$ cat config.mk
export PLATFORM = sky130hd
export DESIGN_NAME = dram_loader
export DESIGN_NICKNAME = d
export VERILOG_FILES = /design/src/rtl/simd_pkg.sv /design/src/rtl/lane_packer.sv /design/src/rtl/dram_loader.sv
export SDC_FILE = /design/constraint.sdc
export NUM_CORES = 1
export LEC_CHECK = 0
export CAP_MARGIN = 10
export CORE_MARGIN = 2
export CORE_UTILIZATION = 40
export CTS_BUF_LIST = sky130_fd_sc_hd__clkbuf_16
export CTS_CLUSTER_SIZE = 16
export DETAILED_ROUTE_END_ITERATION = 12
export HOLD_SLACK_MARGIN = 0.12
export PLACE_DENSITY = 0.75
export SLEW_MARGIN = 5
export SYNTH_ARGS = -nofsm -noshare
export SYNTH_HDL_FRONTEND = slang
export SYNTH_SLANG_ARGS = --single-unit
$ cat constraint.sdc
create_clock -name clk -period 3.1 [get_ports clk]
set_input_delay 0.62 -clock clk [delete_from_list [all_inputs] [get_ports clk]]
set_output_delay 0.62 -clock clk [all_outputs]
set_load 0.05 [all_outputs]
$ cat src/rtl/simd_pkg.sv
// Shared types for the SIMD load path: lane/vector geometry and loader FSM states.
// No logic; type and constant definitions only.
// No flow control here; consumers define their own handshakes.
package simd_pkg;

  localparam int DEF_DATA_WIDTH  = 32;
  localparam int DEF_PE_ELEMENTS = 4;

  // One vector line, lane 0 in the least-significant slot.
  typedef logic [DEF_PE_ELEMENTS-1:0][DEF_DATA_WIDTH-1:0] vec_t;

  typedef enum logic [2:0] {
    IDLE,
    LOAD_A,
    LOAD_B,
    FLUSH,
    RUN,
    DONE
  } loader_state_e;

endpackage

$ cat src/rtl/lane_packer.sv
// Packs consecutive accepted words into a PE_ELEMENTS-wide vector line.
// Latency: line_valid pulses 1 cycle after the word filling the last lane is accepted.
// No backpressure: every accept is absorbed; the caller gates accept.
module lane_packer
  import simd_pkg::*;
#(
  parameter int DATA_WIDTH  = DEF_DATA_WIDTH,
  parameter int PE_ELEMENTS = DEF_PE_ELEMENTS
) (
  input  logic                                   clk,
  input  logic                                   rstn,
  input  logic [DATA_WIDTH-1:0]                  word,
  input  logic                                   accept,
  output logic                                   last_word,
  output logic                                   line_valid,
  output logic [PE_ELEMENTS-1:0][DATA_WIDTH-1:0] line
);

  localparam int LW = (PE_ELEMENTS > 1) ? $clog2(PE_ELEMENTS) : 1;
  localparam logic [LW-1:0] LAST_LANE = LW'(PE_ELEMENTS - 1);

  logic [LW-1:0]                          lane_cnt_q, lane_cnt_d;
  logic [PE_ELEMENTS-1:0][DATA_WIDTH-1:0] lanes_q, lanes_d;
  logic                                   line_valid_q, line_valid_d;

  // Word lands in the current lane; the cycle after the last lane fills, the
  // register holds the complete line, so it is presented straight from lanes_q.
  always_comb begin
    lane_cnt_d   = lane_cnt_q;
    lanes_d      = lanes_q;
    line_valid_d = 1'b0;
    last_word    = accept && (lane_cnt_q == LAST_LANE);
    if (accept) begin
      lanes_d[lane_cnt_q] = word;
      if (lane_cnt_q == LAST_LANE) begin
        lane_cnt_d   = '0;
        line_valid_d = 1'b1;
      end else begin
        lane_cnt_d = lane_cnt_q + 1'b1;
      end
    end
  end

  // Pack state; reset discards any partially filled line.
  always_ff @(posedge clk or negedge rstn) begin
    if (!rstn) begin
      lane_cnt_q   <= '0;
      lanes_q      <= '0;
      line_valid_q <= 1'b0;
    end else begin
      lane_cnt_q   <= lane_cnt_d;
      lanes_q      <= lanes_d;
      line_valid_q <= line_valid_d;
    end
  end

  assign line_valid = line_valid_q;
  assign line       = lanes_q;

endmodule

$ cat src/rtl/dram_loader.sv
// Streams words into operand RAM A then RAM B as packed lines, then runs the processor until stop.
// Latency: 1 cycle from last-lane accept to RAM write; run_valid 2 cycles after the final accept.
// s_ready is high only while loading; stream is never consumed in other states.
module dram_loader
  import simd_pkg::*;
#(
  parameter int DATA_WIDTH  = DEF_DATA_WIDTH,
  parameter int PE_ELEMENTS = DEF_PE_ELEMENTS,
  parameter int DRAM_DEPTH  = 256,
  parameter int NUM_LINES   = 256
) (
  input  logic                                             clk,
  input  logic                                             rstn,
  input  logic                                             start,
  input  logic [DATA_WIDTH-1:0]                            s_data,
  input  logic                                             s_valid,
  output logic                                             s_ready,
  output logic                                             a_wr_en,
  output logic [$clog2(DRAM_DEPTH)-1:0]                    a_wr_addr,
  output logic [PE_ELEMENTS-1:0][DATA_WIDTH-1:0]           a_wr_data,
  output logic                                             b_wr_en,
  output logic [$clog2(DRAM_DEPTH)-1:0]                    b_wr_addr,
  output logic [PE_ELEMENTS-1:0][DATA_WIDTH-1:0]           b_wr_data,
  output logic                                             run_valid,
  input  logic                                             stop,
  output logic                                             busy,
  output logic                                             done
);

  localparam int AW = $clog2(DRAM_DEPTH);
  localparam logic [AW-1:0] LAST_LINE = AW'(NUM_LINES - 1);

  loader_state_e state_q, state_d;
  logic [AW-1:0] line_cnt_q, line_cnt_d;
  logic [AW-1:0] wr_addr_q, wr_addr_d;
  logic          wr_b_q, wr_b_d;

  logic                                   accept;
  logic                                   last_word;
  logic                                   line_valid;
  logic [PE_ELEMENTS-1:0][DATA_WIDTH-1:0] line;

  assign s_ready = (state_q == LOAD_A) || (state_q == LOAD_B);
  assign accept  = s_valid && s_ready;

  lane_packer #(
    .DATA_WIDTH  (DATA_WIDTH),
    .PE_ELEMENTS (PE_ELEMENTS)
  ) u_packer (
    .clk        (clk),
    .rstn       (rstn),
    .word       (s_data),
    .accept     (accept),
    .last_word  (last_word),
    .line_valid (line_valid),
    .line       (line)
  );

  // Next state. The target RAM and address are captured at the last-lane accept,
  // so the line counter can advance (or wrap into LOAD_B) the same cycle while the
  // pending write still carries the old address and operand.
  always_comb begin
    state_d    = state_q;
    line_cnt_d = line_cnt_q;
    wr_addr_d  = wr_addr_q;
    wr_b_d     = wr_b_q;
    case (state_q)
      IDLE: begin
        if (start) begin
          state_d    = LOAD_A;
          line_cnt_d = '0;
        end
      end
      LOAD_A, LOAD_B: begin
        if (last_word) begin
          wr_addr_d = line_cnt_q;
          wr_b_d    = (state_q == LOAD_B);
          if (line_cnt_q == LAST_LINE) begin
            line_cnt_d = '0;
            state_d    = (state_q == LOAD_A) ? LOAD_B : FLUSH;
          end else begin
            line_cnt_d = line_cnt_q + 1'b1;
          end
        end
      end
      FLUSH:   state_d = RUN;
      RUN:     if (stop) state_d = DONE;
      DONE:    state_d = IDLE;
      default: state_d = IDLE;
    endcase
  end

  // State, line counter and pending-write descriptor.
  always_ff @(posedge clk or negedge rstn) begin
    if (!rstn) begin
      state_q    <= IDLE;
      line_cnt_q <= '0;
      wr_addr_q  <= '0;
      wr_b_q     <= 1'b0;
    end else begin
      state_q    <= state_d;
      line_cnt_q <= line_cnt_d;
      wr_addr_q  <= wr_addr_d;
      wr_b_q     <= wr_b_d;
    end
  end

  // Write demux: one packer feeds both RAMs, steered by the captured operand.
  assign a_wr_en   = line_valid && !wr_b_q;
  assign b_wr_en   = line_valid && wr_b_q;
  assign a_wr_addr = wr_addr_q;
  assign b_wr_addr = wr_addr_q;
  assign a_wr_data = line;
  assign b_wr_data = line;

  assign run_valid = (state_q == RUN);
  assign done      = (state_q == DONE);
  assign busy      = (state_q != IDLE);

endmodule

Word level (Yosys, flattened, before mapping)
Index checks and enable logic that the tools add are counted.
{"block": "classes", "addsub": 2, "order_cmp": 2, "n_eq_ne": 11, "n_mux": 16, "reduce_logical": 14}
{"operator": "bitwise mux 128 bit", "n": 1}
{"operator": "demux 32 bit (select 2 bit)", "n": 1}
{"operator": "2-to-1 mux 32 bit", "n": 1}
{"operator": "2-to-1 mux 8 bit", "n": 3}
{"operator": "one-hot mux 8 bit (2 select lines)", "n": 1}
{"operator": "2-to-1 mux 3 bit", "n": 4}
{"operator": "one-hot mux 3 bit (4 select lines)", "n": 1}
{"operator": "adder 8 x 1 -> 8 bit (second input constant)", "n": 1}
{"operator": "== test 8 bit (second input constant)", "n": 1}
{"operator": "== test 3 x 2 -> 1 bit (second input constant)", "n": 2}
{"operator": "== test 3 bit (second input constant)", "n": 2}
{"operator": "!= test 2 bit (second input constant)", "n": 3}
{"operator": "logical AND 1 bit", "n": 5}
{"operator": "AND reduction 4 bit", "n": 1}
{"operator": "== test 3 x 1 -> 1 bit (second input constant)", "n": 1}
{"operator": "logical NOT 3 bit", "n": 1}
{"operator": "< comparator 2 x 3 -> 1 bit (second input constant)", "n": 1}
{"operator": "2-to-1 mux 1 bit", "n": 3}
{"operator": "AND reduction 3 bit", "n": 1}
{"operator": "nonzero test 3 bit", "n": 1}
{"operator": "adder 2 x 1 -> 2 bit (second input constant)", "n": 1}
{"operator": "== test 2 bit (second input constant)", "n": 1}
{"operator": "greater-or-equal comparator 2 x 1 -> 1 bit (second input constant)", "n": 1}
{"operator": "2-to-1 mux 2 bit", "n": 1}
{"operator": "other kinds (6)", "n": 6}
{"block": "totals", "ff_bits": 151, "in_bits": 37, "elab_cells": 55}

Longest topological paths before layout
Gate-level depths: netlist (run 1).
{"block": "logic_depth", "word_depth": 6, "ltp_mapped": 7}

Cells and area by module
A second synthesis (run 1) with hierarchy kept.
{"block": "unflattened", "cells_unflattened": 549, "hier_area_um2": 7204.4}
{"module": "lane_packer", "instances": 1, "cells_per_inst": 287, "area_each_um2": 5102.4, "seq_area_each_um2": 3278.1}
{"module": "dram_loader", "instances": 1, "cells_per_inst": 262, "area_each_um2": 2102.0, "seq_area_each_um2": 500.5}

Worst setup path before layout (run 1)
No wires, ideal clock.
{"block": "synth_path", "kind": "register -> output", "from": "reg state_q[2]", "to": "out run_valid", "arrival_time_ns": 2.010, "setup_slack_ns": 0.470, "stages_incl_launch_ff": 3, "cell_sequence": "dfrtp_1 -> clkbuf_1 -> nor3b_1"}
{"block": "synth_via", "elab_chain_len": 1}
{"element": "start, declared", "line_no": "dram_loader.sv:33", "text": "loader_state_e state_q, state_d;"}
{"element": "start signal, assigned", "line_no": "dram_loader.sv:101", "text": "state_q <= state_d;"}
{"element": "== test 3 bit", "line_no": "dram_loader.sv:116", "text": "assign run_valid = (state_q == RUN);"}
{"element": "end, declared", "line_no": "dram_loader.sv:24", "text": "output logic run_valid,"}
No other way between the ends.

Final worst setup path (run 1)
Same ends and word-level chain as after synthesis.

==> results of run 1 <==
==> registers in the layout, summed over array words and instances (netlist names) <==
register / flops
line_cnt_q: 8
a_wr_addr: 8
u_packer.lane_cnt_q: 2
state_q: 3
u_packer.line_valid: 1
wr_b_q: 1
u_packer.line: 128
==> how the worst max path moves through the flow <==
stage / startpoint / to / slack (ns) / cells after the start
3_5_place_dp: s_valid / u_packer.line[119] / 0.48 / 5
2_1_floorplan: state_q[2] / run_valid / 0.47 / 2
4_1_cts: state_q[2] / run_valid / 0.12 / 2
5_1_grt: state_q[2] / run_valid / 0.02 / 2
3_3_place_gp: s_valid / u_packer.line[114] / 0.54 / 5
6_report: state_q[2] / run_valid / 0.14 / 2
==> layer usage <==
metal,GRT usage (%),part of all wire (%),vias to the layer above
met3,3.89,5.8,15
li1,-,-,2017
met4,4.70,1.1,0
met1,20.0,39,2301
met5,0,0,-
met2,31.1,55,186
==> critical path: stages, from the launching register on <==
cell and delay [ns]:
sky130_fd_sc_hd__dfrtp_1 0.65, sky130_fd_sc_hd__nor3b_1 0.40, sky130_fd_sc_hd__clkdlybuf4s50_1 0.88
==> synthesized netlist by cell type, types with 2 or more instances <==
master | count | area (µm²)
sky130_fd_sc_hd__ha_1 | 5 | 62.6
sky130_fd_sc_hd__buf_6 | 13 | 146
sky130_fd_sc_hd__buf_4 | 137 | 1030
sky130_fd_sc_hd__nand3_4 | 3 | 52.6
sky130_fd_sc_hd__o21ai_0 | 9 | 45.0
sky130_fd_sc_hd__nor3_1 | 4 | 20.0
sky130_fd_sc_hd__a21oi_1 | 2 | 10.0
sky130_fd_sc_hd__buf_2 | 3 | 15.0
sky130_fd_sc_hd__mux2_2 | 127 | 1430
sky130_fd_sc_hd__nand2_1 | 13 | 48.8
sky130_fd_sc_hd__nand3_1 | 3 | 15.0
sky130_fd_sc_hd__nor3b_1 | 2 | 15.0
sky130_fd_sc_hd__inv_1 | 6 | 22.5
sky130_fd_sc_hd__mux2_4 | 3 | 45.0
sky130_fd_sc_hd__nor2_1 | 4 | 15.0
sky130_fd_sc_hd__dfrtp_1 | 151 | 3780
sky130_fd_sc_hd__and3_1 | 3 | 18.8
sky130_fd_sc_hd__mux2_1 | 8 | 90.1
sky130_fd_sc_hd__a311oi_1 | 2 | 17.5
sky130_fd_sc_hd__and4_1 | 2 | 17.5
==> cells by family (layout without fill, tap and decap cells) <==
group / count (synthesis) / in the layout / synth area share (%)
adders and majority gates: 5 / 5 / 0.884
xor gates and xnor gates: 1 / 1 / 0.389
muxes: 139 / 139 / 22.2
and+or+nand+nor: 42 / 42 / 3.98
buffers and inverters: 160 / 357 / 17.2
AOI/OAI and AO/OA: 21 / 21 / 1.96
DFF: 151 / 151 / 53.4
==> final cells by class <==
type	instances	area share, %
flip-flops and latches	151	37.9
clock inverters	13	1.57
inverters	6	0.226
repair buffers	321	32.3
clock buffers	17	4.26
multi-input cells	208	21.0
well taps	225	2.82
==> stage by stage <==
step                      worst slack [ns]  instances  utilization [%]  hold WS [ns]  cell area, µm²
after detailed placement             0.482        911             54.3         0.496            9400
after CTS                            0.119        941             57.7         0.205            9980
after global placement               0.544        911             54.3         0.478            9400
after floorplan                      0.470        519                -         0.324            7080
final                                0.144        941             57.7         0.188            9980
after global routing                0.0202        941             57.7         0.222            9980
==> impl_table.tex, run 1 <==
\begin{tabular}{lr}
\hline
Metric & Value \\
\hline
\multicolumn{2}{l}{\textbf{Status}} \\
\quad Run status & finished, final reports clean \\
\multicolumn{2}{l}{\textbf{Detailed routing}} \\
\quad Drc violations & 0 \\
\quad Number of DRC markers in iteration 0 & 98 \\
\quad WL final & 16.2 mm \\
\quad First drt pass iteration count & 4 \\
\quad Total vias in the final route & 4519 \\
\quad Final antenna-violating net count & 0 \\
\quad Post-detailed-route via-to-cell ratio & 4.80 \\
\quad Routed length per instance & 17.2 µm \\
\multicolumn{2}{l}{\textbf{Place}} \\
\quad Port Buf Inserts & 314 \\
\quad Post-DP HPWL & 12.0 mm \\
\quad Routability cong. & 0.781 \\
\multicolumn{2}{l}{\textbf{Yosys}} \\
\quad Yosys synthesis warning count & 0 \\
\quad Post-synth EDFFs & 0 \\
\quad Post-synth top flop & sky130\_fd\_sc\_hd\_\_dfrtp\_1 \\
\quad Avg Inst Size Synth & 13.6 µm² \\
\quad Post-synthesis cell type count & 39 \\
\quad Number of cells produced by synthesis & 519 \\
\quad Net count after synthesis & 561 \\
\quad Post-synthesis register bit count & 151 \\
\quad Seq/Total Area, Yosys & 53.4\% \\
\quad FFs w/ async S/R, synth & 100\% \\
\quad Cell area after technology mapping & 7080 µm² \\
\multicolumn{2}{l}{\textbf{Clocking}} \\
\quad Setup bufs post-CTS & 0 \\
\quad Number of H-tree levels & 4 \\
\quad Clock root buffer master & sky130\_fd\_sc\_hd\_\_clkbuf\_16 \\
\quad Number of CTS-inserted buffers & 17 \\
\quad Clock transition at the registers of the reported paths & 0.06 ns \\
\quad Maximum buffer depth of the clock tree & 2 \\
\quad Number of clock sinks seen by CTS & 151 \\
\quad Cells resized by post-CTS repair & 0 \\
\quad Latest clock arrival within the worst-skew pair & 0.41 ns \\
\quad TritonCTS clock tree & done \\
\quad Number of buffers inserted for hold repair after clock tree synthesis & 0 \\
\multicolumn{2}{l}{\textbf{Floorplan}} \\
\quad Die X-Extent & 137 µm \\
\quad Initial core utilization & 40.9\% \\
\quad Chip Height & 137 µm \\
\quad Full die area & 18800 µm² \\
\quad IO Count & 315 \\
\quad Area of the core & 17300 µm² \\
\quad Row cnt & 48 \\
\multicolumn{2}{l}{\textbf{Setup path}} \\
\quad Worst reg2reg path depth & 4 \\
\quad Setup slack on the worst flop-to-flop path & 1.08 ns \\
\quad Capture point of the worst reg-to-reg path & u\_packer.line[33] \\
\quad Arrival @ worst endpoint & 2.34 ns \\
\quad Nature of the critical path endpoint & primary output \\
\quad Element type at the critical path start & flop \\
\quad Critical path required time & 2.48 ns \\
\quad Maximum fanout encountered on the critical timing path & 13 \\
\quad Critical register-to-register path startpoint & state\_q[1] \\
\quad Worst setup path category & flop to primary output \\
\multicolumn{2}{l}{\textbf{Final layout}} \\
\quad Share of final-layout standard cells stronger than drive strength 1 & 24.3\% \\
\quad Most frequent standard cell in the layout excluding fill and tap cells & sky130\_fd\_sc\_hd\_\_clkdlybuf4s50\_1 \\
\quad Multi-input gate area in the final layout & 2090 µm² \\
\quad Post-synthesis to final-layout area growth & 40.9\% \\
\quad Layout Nets & 747 \\
\quad Number of filler instances in the final layout & 1357 \\
\quad Seq. cell area & 3780 µm² \\
\quad Top library cells by usage in the layout, fill and taps aside & sky130\_fd\_sc\_hd\_\_clkdlybuf4s50\_1 (313), sky130\_fd\_sc\_hd\_\_dfrtp\_1 (151), sky130\_fd\_sc\_hd\_\_mux2\_2 (127) \\
\quad \# diodes & 0 \\
\multicolumn{2}{l}{\textbf{GRT}} \\
\quad Pin count of the biggest net entering global routing & 69 \\
\quad Total grt overflow & 0 \\
\quad Global-route wire length before repair & 24.4 mm \\
\quad Number of global-route vias before repair & 4507 \\
\quad Number of antenna violations at the first check in global routing & 0 \\
\quad Total global-route track usage & 17.0\% \\
\multicolumn{2}{l}{\textbf{Job}} \\
\quad Max-cap violation count & 0 \\
\multicolumn{2}{l}{\textbf{STA}} \\
\quad Unrepaired setup endpoints after global routing & false \\
\quad Pins Over Slew Limit & 0 \\
\quad Achievable frequency & 0.338 GHz \\
\quad Final total negative setup slack & 0 ns \\
\quad Post-route clock period utilization & 95.4\% \\
\quad Clock Skew & 0.00531 ns \\
\quad Worst-margin pin slew & 0.614 ns \\
\quad Final setup fails & 0 \\
\quad Minimum clock period & 2.96 ns \\
\quad Final hold violation count & 0 \\
\quad Max-slew headroom at the worst pin & 59.1\% \\
\multicolumn{2}{l}{\textbf{Min path}} \\
\quad Kind of path behind the tightest hold check & input port to asynchronous set/reset pin \\
\hline
\end{tabular}
Power of run 1 is not shown: default switching activity piles up to over one toggle a cycle in this logic, so the estimate is an artifact.
==> inputs of run 2 (changes only) <==
--- a/config.mk
+++ b/config.mk
@@ -7,12 +7,13 @@
 export LEC_CHECK = 0
 export CAP_MARGIN = 10
 export CORE_MARGIN = 2
-export CORE_UTILIZATION = 40
+export CORE_UTILIZATION = 46
 export CTS_BUF_LIST = sky130_fd_sc_hd__clkbuf_16
+export CTS_CLUSTER_DIAMETER = 40
 export CTS_CLUSTER_SIZE = 16
 export DETAILED_ROUTE_END_ITERATION = 12
 export HOLD_SLACK_MARGIN = 0.12
-export PLACE_DENSITY = 0.75
+export PLACE_DENSITY = 0.85
 export SLEW_MARGIN = 5
 export SYNTH_ARGS = -nofsm -noshare
 export SYNTH_HDL_FRONTEND = slang
==> impl_table.tex, run 2 (same netlist as run 1, synthesis figures left out) <==
\begin{tabular}{lr}
\hline
Metric & Value \\
\hline
\multicolumn{2}{l}{\textbf{Floorplan}} \\
\quad IO Count & 315 \\
\quad Initial core utilization & 46.7\% \\
\quad Row cnt & 45 \\
\quad Die X-Extent & 128 µm \\
\quad Full die area & 16400 µm² \\
\quad Chip Height & 128 µm \\
\quad Area of the core & 15100 µm² \\
\multicolumn{2}{l}{\textbf{Final layout}} \\
\quad Most frequent standard cell in the layout excluding fill and tap cells & sky130\_fd\_sc\_hd\_\_clkdlybuf4s50\_1 \\
\quad Post-synthesis to final-layout area growth & 39.8\% \\
\quad \# diodes & 0 \\
\quad Layout Nets & 745 \\
\quad Post-Layout Inst Area & 9900 µm² \\
\quad Top library cells by usage in the layout, fill and taps aside & sky130\_fd\_sc\_hd\_\_clkdlybuf4s50\_1 (312), sky130\_fd\_sc\_hd\_\_dfrtp\_1 (151), sky130\_fd\_sc\_hd\_\_mux2\_2 (127) \\
\quad Share of final-layout standard cells stronger than drive strength 1 & 23.5\% \\
\quad Number of flip-flops in the largest register & 128 \\
\multicolumn{2}{l}{\textbf{STA}} \\
\quad Post-route clock period utilization & 94.4\% \\
\quad Final setup fails & 0 \\
\quad Unrepaired setup endpoints after global routing & false \\
\quad Clock Skew & 0.00801 ns \\
\quad Achievable frequency & 0.342 GHz \\
\quad Final hold violation count & 0 \\
\quad Pins Over Slew Limit & 0 \\
\quad Max-slew headroom at the worst pin & 62.8\% \\
\quad Minimum clock period & 2.93 ns \\
\quad Worst-margin pin slew & 0.556 ns \\
\quad Final total negative setup slack & 0 ns \\
\multicolumn{2}{l}{\textbf{GRT}} \\
\quad GR met1 Demand/Resource & 23.6\% \\
\quad Total grt overflow & 0 \\
\quad Pin count of the biggest net entering global routing & 70 \\
\quad Global-route wire length before repair & 25.5 mm \\
\quad GR Layer Usage met2 & 36.8\% \\
\quad Met3 routing resource usage after global routing & 5.47\% \\
\quad Total global-route track usage & 20.4\% \\
\quad Number of antenna violations at the first check in global routing & 0 \\
\quad Number of global-route vias before repair & 4640 \\
\quad Most crowded layer after global routing & met2 \\
\multicolumn{2}{l}{\textbf{Clocking}} \\
\quad Cells resized by post-CTS repair & 0 \\
\quad Clock root buffer master & sky130\_fd\_sc\_hd\_\_clkbuf\_16 \\
\quad Latest clock arrival within the worst-skew pair & 0.42 ns \\
\quad Number of CTS-inserted buffers & 17 \\
\quad Maximum buffer depth of the clock tree & 2 \\
\quad Clock transition at the registers of the reported paths & 0.06 ns \\
\quad Setup bufs post-CTS & 0 \\
\quad Number of H-tree levels & 4 \\
\quad Number of buffers inserted for hold repair after clock tree synthesis & 0 \\
\quad TritonCTS clock tree & done \\
\quad Number of clock sinks seen by CTS & 151 \\
\multicolumn{2}{l}{\textbf{Place}} \\
\quad Port Buf Inserts & 314 \\
\quad Post-DP HPWL & 12.0 mm \\
\quad Routability cong. & 0.794 \\
\quad Area post-placement & 9330 µm² \\
\multicolumn{2}{l}{\textbf{Setup path}} \\
\quad Nature of the critical path endpoint & primary output \\
\quad Worst setup path category & flop to primary output \\
\quad Arrival @ worst endpoint & 2.31 ns \\
\quad Worst reg2reg path depth & 4 \\
\quad Critical path required time & 2.48 ns \\
\quad Element type at the critical path start & flop \\
\quad Maximum fanout encountered on the critical timing path & 9 \\
\multicolumn{2}{l}{\textbf{Status}} \\
\quad Run status & finished, final reports clean \\
\multicolumn{2}{l}{\textbf{Detailed routing}} \\
\quad Final antenna-violating net count & 0 \\
\quad Routed length per instance & 18.4 µm \\
\quad Post-detailed-route via-to-cell ratio & 5.05 \\
\quad Drc violations & 0 \\
\quad First drt pass iteration count & 4 \\
\quad Total vias in the final route & 4559 \\
\quad WL final & 16.6 mm \\
\quad Number of DRC markers in iteration 0 & 127 \\
\multicolumn{2}{l}{\textbf{Job}} \\
\quad Max-cap violation count & 0 \\
\multicolumn{2}{l}{\textbf{Min path}} \\
\quad Kind of path behind the tightest hold check & input port to asynchronous set/reset pin \\
\hline
\end{tabular}
[run 2: stage by stage]
step	util [%]	std cells	hold WS, ns	worst slack (ns)
3_5_place_dp	61.6	872	0.476	0.467
3_3_place_gp	61.6	872	0.478	0.540
2_1_floorplan	-	519	0.324	0.470
4_1_cts	65.4	902	0.182	0.137
6_report	65.4	902	0.165	0.174
5_1_grt	65.4	902	0.197	0.114
[run 2: final timing paths]
path                               start                end  slack, ns
min in group clk           line_cnt_q[6]      line_cnt_q[6]       0.50
max                           state_q[1]            s_ready       0.17
min reg2reg                line_cnt_q[6]      line_cnt_q[6]       0.50
min                                 rstn       a_wr_addr[6]       0.17
max reg2reg                   state_q[1]  u_packer.line[64]       1.01
max in group asynchronous           rstn   u_packer.line[8]       2.12
[run 2: area by class of cell]
class / count / area, µm²
fill: 1050 / 5250
sequential: 151 / 3780
timing repair buffer: 319 / 3210
multi-input combinational: 208 / 2090
clock buffer: 17 / 425
tap: 188 / 235
clock inverter: 13 / 139
inverter: 6 / 22.5
[run 2: critical path, cell delays in order (launching register included)]
cell	delay (ns)
sky130_fd_sc_hd__dfrtp_1	0.52
sky130_fd_sc_hd__xnor2_4	0.29
sky130_fd_sc_hd__nor2_8	0.23
sky130_fd_sc_hd__clkdlybuf4s50_1	0.85
[run 2: layer usage]
layer / vias to the layer above / wire length (µm)
met5: - / 0
met4: 0 / 157
met3: 15 / 849
met2: 186 / 9080
met1: 2350 / 6500
li1: 2008 / -
Power of run 2 is left out for the same reason.
==> inputs of run 3 (changes only) <==
--- a/config.mk
+++ b/config.mk
@@ -12,9 +12,11 @@
 export CTS_CLUSTER_DIAMETER = 40
 export CTS_CLUSTER_SIZE = 16
 export DETAILED_ROUTE_END_ITERATION = 12
+export GPL_TIMING_DRIVEN = 0
 export HOLD_SLACK_MARGIN = 0.12
 export PLACE_DENSITY = 0.85
 export SLEW_MARGIN = 5
 export SYNTH_ARGS = -nofsm -noshare
 export SYNTH_HDL_FRONTEND = slang
+export SYNTH_HIERARCHICAL = 1
 export SYNTH_SLANG_ARGS = --single-unit
==> constraint.sdc (replaced) <==
create_clock -name clk -period 3.69 [get_ports clk]
set_input_delay 0.738 -clock clk [delete_from_list [all_inputs] [get_ports clk]]
set_output_delay 0.738 -clock clk [all_outputs]
set_load 0.05 [all_outputs]
==> impl_table.tex, run 3 <==
\begin{tabular}{lr}
\hline
Metric & Value \\
\hline
\multicolumn{2}{l}{\textbf{Yosys}} \\
\quad Largest family of logic cells by synthesized area & multiplexers \\
\quad Proportion of netlist area held by the largest area contributor & 52.4\% \\
\quad Post-synth top flop & sky130\_fd\_sc\_hd\_\_dfrtp\_1 \\
\quad Most numerous cell types in the synthesized netlist & sky130\_fd\_sc\_hd\_\_dfrtp\_1 (151), sky130\_fd\_sc\_hd\_\_buf\_4 (137), sky130\_fd\_sc\_hd\_\_mux2\_1 (89) \\
\quad Post-synthesis register bit count & 151 \\
\quad Simple-gate area share of the yosys netlist & 4.76\% \\
\quad Number of cells produced by synthesis & 549 \\
\quad Cell area after technology mapping & 7200 µm² \\
\quad Yosys synthesis warning count & 6 \\
\quad Area share of xor/xnor cells in the synthesized design & 0.243\% \\
\quad Synthesized-area fraction occupied by adder cells & 0.868\% \\
\quad Post-synthesis compound-gate area fraction & 2.94\% \\
\quad Cell types occupying the most area after synthesis & sky130\_fd\_sc\_hd\_\_dfrtp\_1 (52\%), sky130\_fd\_sc\_hd\_\_buf\_4 (14\%), sky130\_fd\_sc\_hd\_\_mux2\_1 (14\%) \\
\quad FFs w/ async S/R, synth & 100\% \\
\quad Multiplexer share of the synthesized area & 21.7\% \\
\quad Post-synthesis cell type count & 42 \\
\quad Seq/Total Area, Yosys & 52.4\% \\
\quad Avg Inst Size Synth & 13.1 µm² \\
\quad Count leader, synth & sky130\_fd\_sc\_hd\_\_dfrtp\_1 \\
\quad Post-synth EDFFs & 0 \\
\quad Cell type with the highest aggregate area in the netlist & sky130\_fd\_sc\_hd\_\_dfrtp\_1 \\
\quad Net count after synthesis & 591 \\
\multicolumn{2}{l}{\textbf{Job}} \\
\quad Max-cap violation count & 0 \\
\multicolumn{2}{l}{\textbf{Min path}} \\
\quad Kind of path behind the tightest hold check & input port to asynchronous set/reset pin \\
\multicolumn{2}{l}{\textbf{Floorplan}} \\
\quad Die X-Extent & 129 µm \\
\quad Full die area & 16700 µm² \\
\quad Initial core utilization & 47.2\% \\
\quad Row cnt & 45 \\
\quad Area of the core & 15300 µm² \\
\quad IO Count & 315 \\
\quad Chip Height & 129 µm \\
\multicolumn{2}{l}{\textbf{Setup path}} \\
\quad Setup slack on the worst flop-to-flop path & 1.00 ns \\
\quad Timing startpoint of the critical path & state\_q[0] \\
\quad Nature of the critical path endpoint & primary output \\
\quad Cell breakdown of the critical path & buf\_2 -> xnor2\_1 -> nor2\_1 -> clkdlybuf4s50\_1 \\
\quad Largest delay share family, worst path & buffers and inverters \\
\quad Critical path buffer and inverter count & 2 \\
\quad Library cell contributing the largest single delay on the critical path & sky130\_fd\_sc\_hd\_\_clkdlybuf4s50\_1 \\
\quad Critical register-to-register path startpoint & state\_q[1] \\
\quad Critical path required time & 2.95 ns \\
\quad Maximum fanout encountered on the critical timing path & 10 \\
\quad Number of cells on the critical path & 4 \\
\quad Worst setup path category & flop to primary output \\
\quad Worst reg2reg path depth & 11 \\
\quad Largest incremental delay on the critical path & 0.86 ns \\
\quad End of the critical path & s\_ready \\
\quad Capture point of the worst reg-to-reg path & line\_cnt\_q[4] \\
\quad Arrival @ worst endpoint & 2.31 ns \\
\quad Element type at the critical path start & flop \\
\multicolumn{2}{l}{\textbf{Detailed routing}} \\
\quad Routed length per instance & 16.4 µm \\
\quad WL final & 18.1 mm \\
\quad Number of DRC markers in iteration 0 & 216 \\
\quad Drc violations & 0 \\
\quad Final antenna-violating net count & 0 \\
\quad Post-detailed-route via-to-cell ratio & 4.59 \\
\quad First drt pass iteration count & 4 \\
\quad Total vias in the final route & 5076 \\
\multicolumn{2}{l}{\textbf{GRT}} \\
\quad Total grt overflow & 0 \\
\quad Pin count of the biggest net entering global routing & 78 \\
\quad Number of global-route vias before repair & 4967 \\
\quad Global-route wire length before repair & 27.2 mm \\
\quad Number of antenna violations at the first check in global routing & 0 \\
\quad Total global-route track usage & 21.5\% \\
\multicolumn{2}{l}{\textbf{Final layout}} \\
\quad Post-Layout Inst Area & 11200 µm² \\
\quad Share of final-layout standard cells stronger than drive strength 1 & 25.8\% \\
\quad \# diodes & 0 \\
\quad Most frequent standard cell in the layout excluding fill and tap cells & sky130\_fd\_sc\_hd\_\_clkdlybuf4s50\_1 \\
\quad Number of filler instances in the final layout & 1012 \\
\quad Number of flip-flops in the largest register & 128 \\
\quad Top library cells by usage in the layout, fill and taps aside & sky130\_fd\_sc\_hd\_\_clkdlybuf4s50\_1 (313), sky130\_fd\_sc\_hd\_\_dfrtp\_1 (151), sky130\_fd\_sc\_hd\_\_buf\_4 (137) \\
\quad Layout Nets & 925 \\
\quad Post-synthesis to final-layout area growth & 55.9\% \\
\multicolumn{2}{l}{\textbf{Place}} \\
\quad Port Buf Inserts & 314 \\
\quad Area post-placement & 10600 µm² \\
\quad Routability cong. & 0.814 \\
\quad Post-DP HPWL & 13.8 mm \\
\quad Pre-CTS setup slack & 0.611 ns \\
\multicolumn{2}{l}{\textbf{Clocking}} \\
\quad Number of H-tree levels & 4 \\
\quad Number of CTS-inserted buffers & 17 \\
\quad TritonCTS clock tree & done \\
\quad Clock root buffer master & sky130\_fd\_sc\_hd\_\_clkbuf\_16 \\
\quad Cells resized by post-CTS repair & 0 \\
\quad Clock transition at the registers of the reported paths & 0.06 ns \\
\quad Latest clock arrival within the worst-skew pair & 0.42 ns \\
\quad Setup bufs post-CTS & 0 \\
\quad Number of clock sinks seen by CTS & 151 \\
\quad Number of buffers inserted for hold repair after clock tree synthesis & 0 \\
\quad Maximum buffer depth of the clock tree & 2 \\
\multicolumn{2}{l}{\textbf{STA}} \\
\quad Pins Over Slew Limit & 0 \\
\quad Fin Hold WS & 0.330 ns \\
\quad Max-slew headroom at the worst pin & 53.9\% \\
\quad Achievable frequency & 0.328 GHz \\
\quad Final setup fails & 0 \\
\quad Minimum clock period & 3.05 ns \\
\quad Post-route clock period utilization & 82.6\% \\
\quad Final hold violation count & 0 \\
\quad Final total negative setup slack & 0 ns \\
\quad Clock Skew & 0.00961 ns \\
\quad Worst-margin pin slew & 0.692 ns \\
\quad Final setup margin & 0.641 ns \\
\quad Unrepaired setup endpoints after global routing & false \\
\multicolumn{2}{l}{\textbf{Status}} \\
\quad Run status & finished, final reports clean \\
\hline
\end{tabular}
==> run 3: cell count changes after synthesis, sizes merged, moves of 3 or more <==
cell,previous run,this run
nand2,13,33
mux2,138,128
a21oi,2,6
a2bb2oi,0,3
nand2b,0,3
o21ai,10,13
o31ai,0,3
==> run 3: cell families (layout without fill, tap and decap cells) <==
| logic type | Yosys count | after routing |
|---|---|---|
| mux | 129 | 129 |
| buf+inv | 163 | 510 |
| simple gates | 67 | 67 |
| flops | 151 | 151 |
| fa+ha+maj | 5 | 5 |
| compound gates | 32 | 32 |
| xor+xnor | 2 | 2 |
==> run 3: cell type report <==
cell class | count | area (µm²) | area share (%)
repair buffers | 315 | 3170 | 28.2
inverters | 7 | 26.3 | 0.234
well taps | 211 | 264 | 2.35
clock buffers | 17 | 425 | 3.79
plain buffers | 156 | 1200 | 10.7
flip-flops and latches | 151 | 3780 | 33.7
clock inverters | 15 | 163 | 1.45
multi-input cells | 235 | 2200 | 19.6
==> run 3: worst min-delay path by stage <==
stage,to,slack (ns),cells after the start
global route,u_packer/line[113],0.39,1
finish,u_packer/line[46],0.33,1
CTS,u_packer/line[113],0.35,1
detailed placement,a_wr_addr[4],0.50,2
floorplan,a_wr_addr[0],0.44,0
global placement,a_wr_addr[4],0.49,2
==> run 3: per-stage QoR <==
| step | instances | util [%] |
|---|---|---|
| final | 1107 | 73.6 |
| after global routing | 1107 | 73.6 |
| after CTS | 1107 | 73.6 |
| after detailed placement | 1075 | 69.7 |
| after global placement | 1074 | 69.5 |
| after floorplan | 549 | - |
==> run 3: metal layers <==
layer,share of wire (%),global-route usage (%),vias up
met2,53,38.7,185
met5,0,0,-
met4,1.3,6.97,0
met3,5.6,4.75,19
li1,-,-,2393
met1,40,25.6,2479
==> run 3: worst reg2reg max path, delay by kind of cell, from the launching register on <==
kind / cells / cell delay [ns]
AND/OR/NAND/NOR: 4 / 0.73
buffers and inverters: 4 / 0.64
flip-flops: 1 / 0.36
AO/OA/AOI/OAI: 2 / 0.61
XOR/XNOR: 1 / 0.24
Power of run 3 is left out for the same reason.
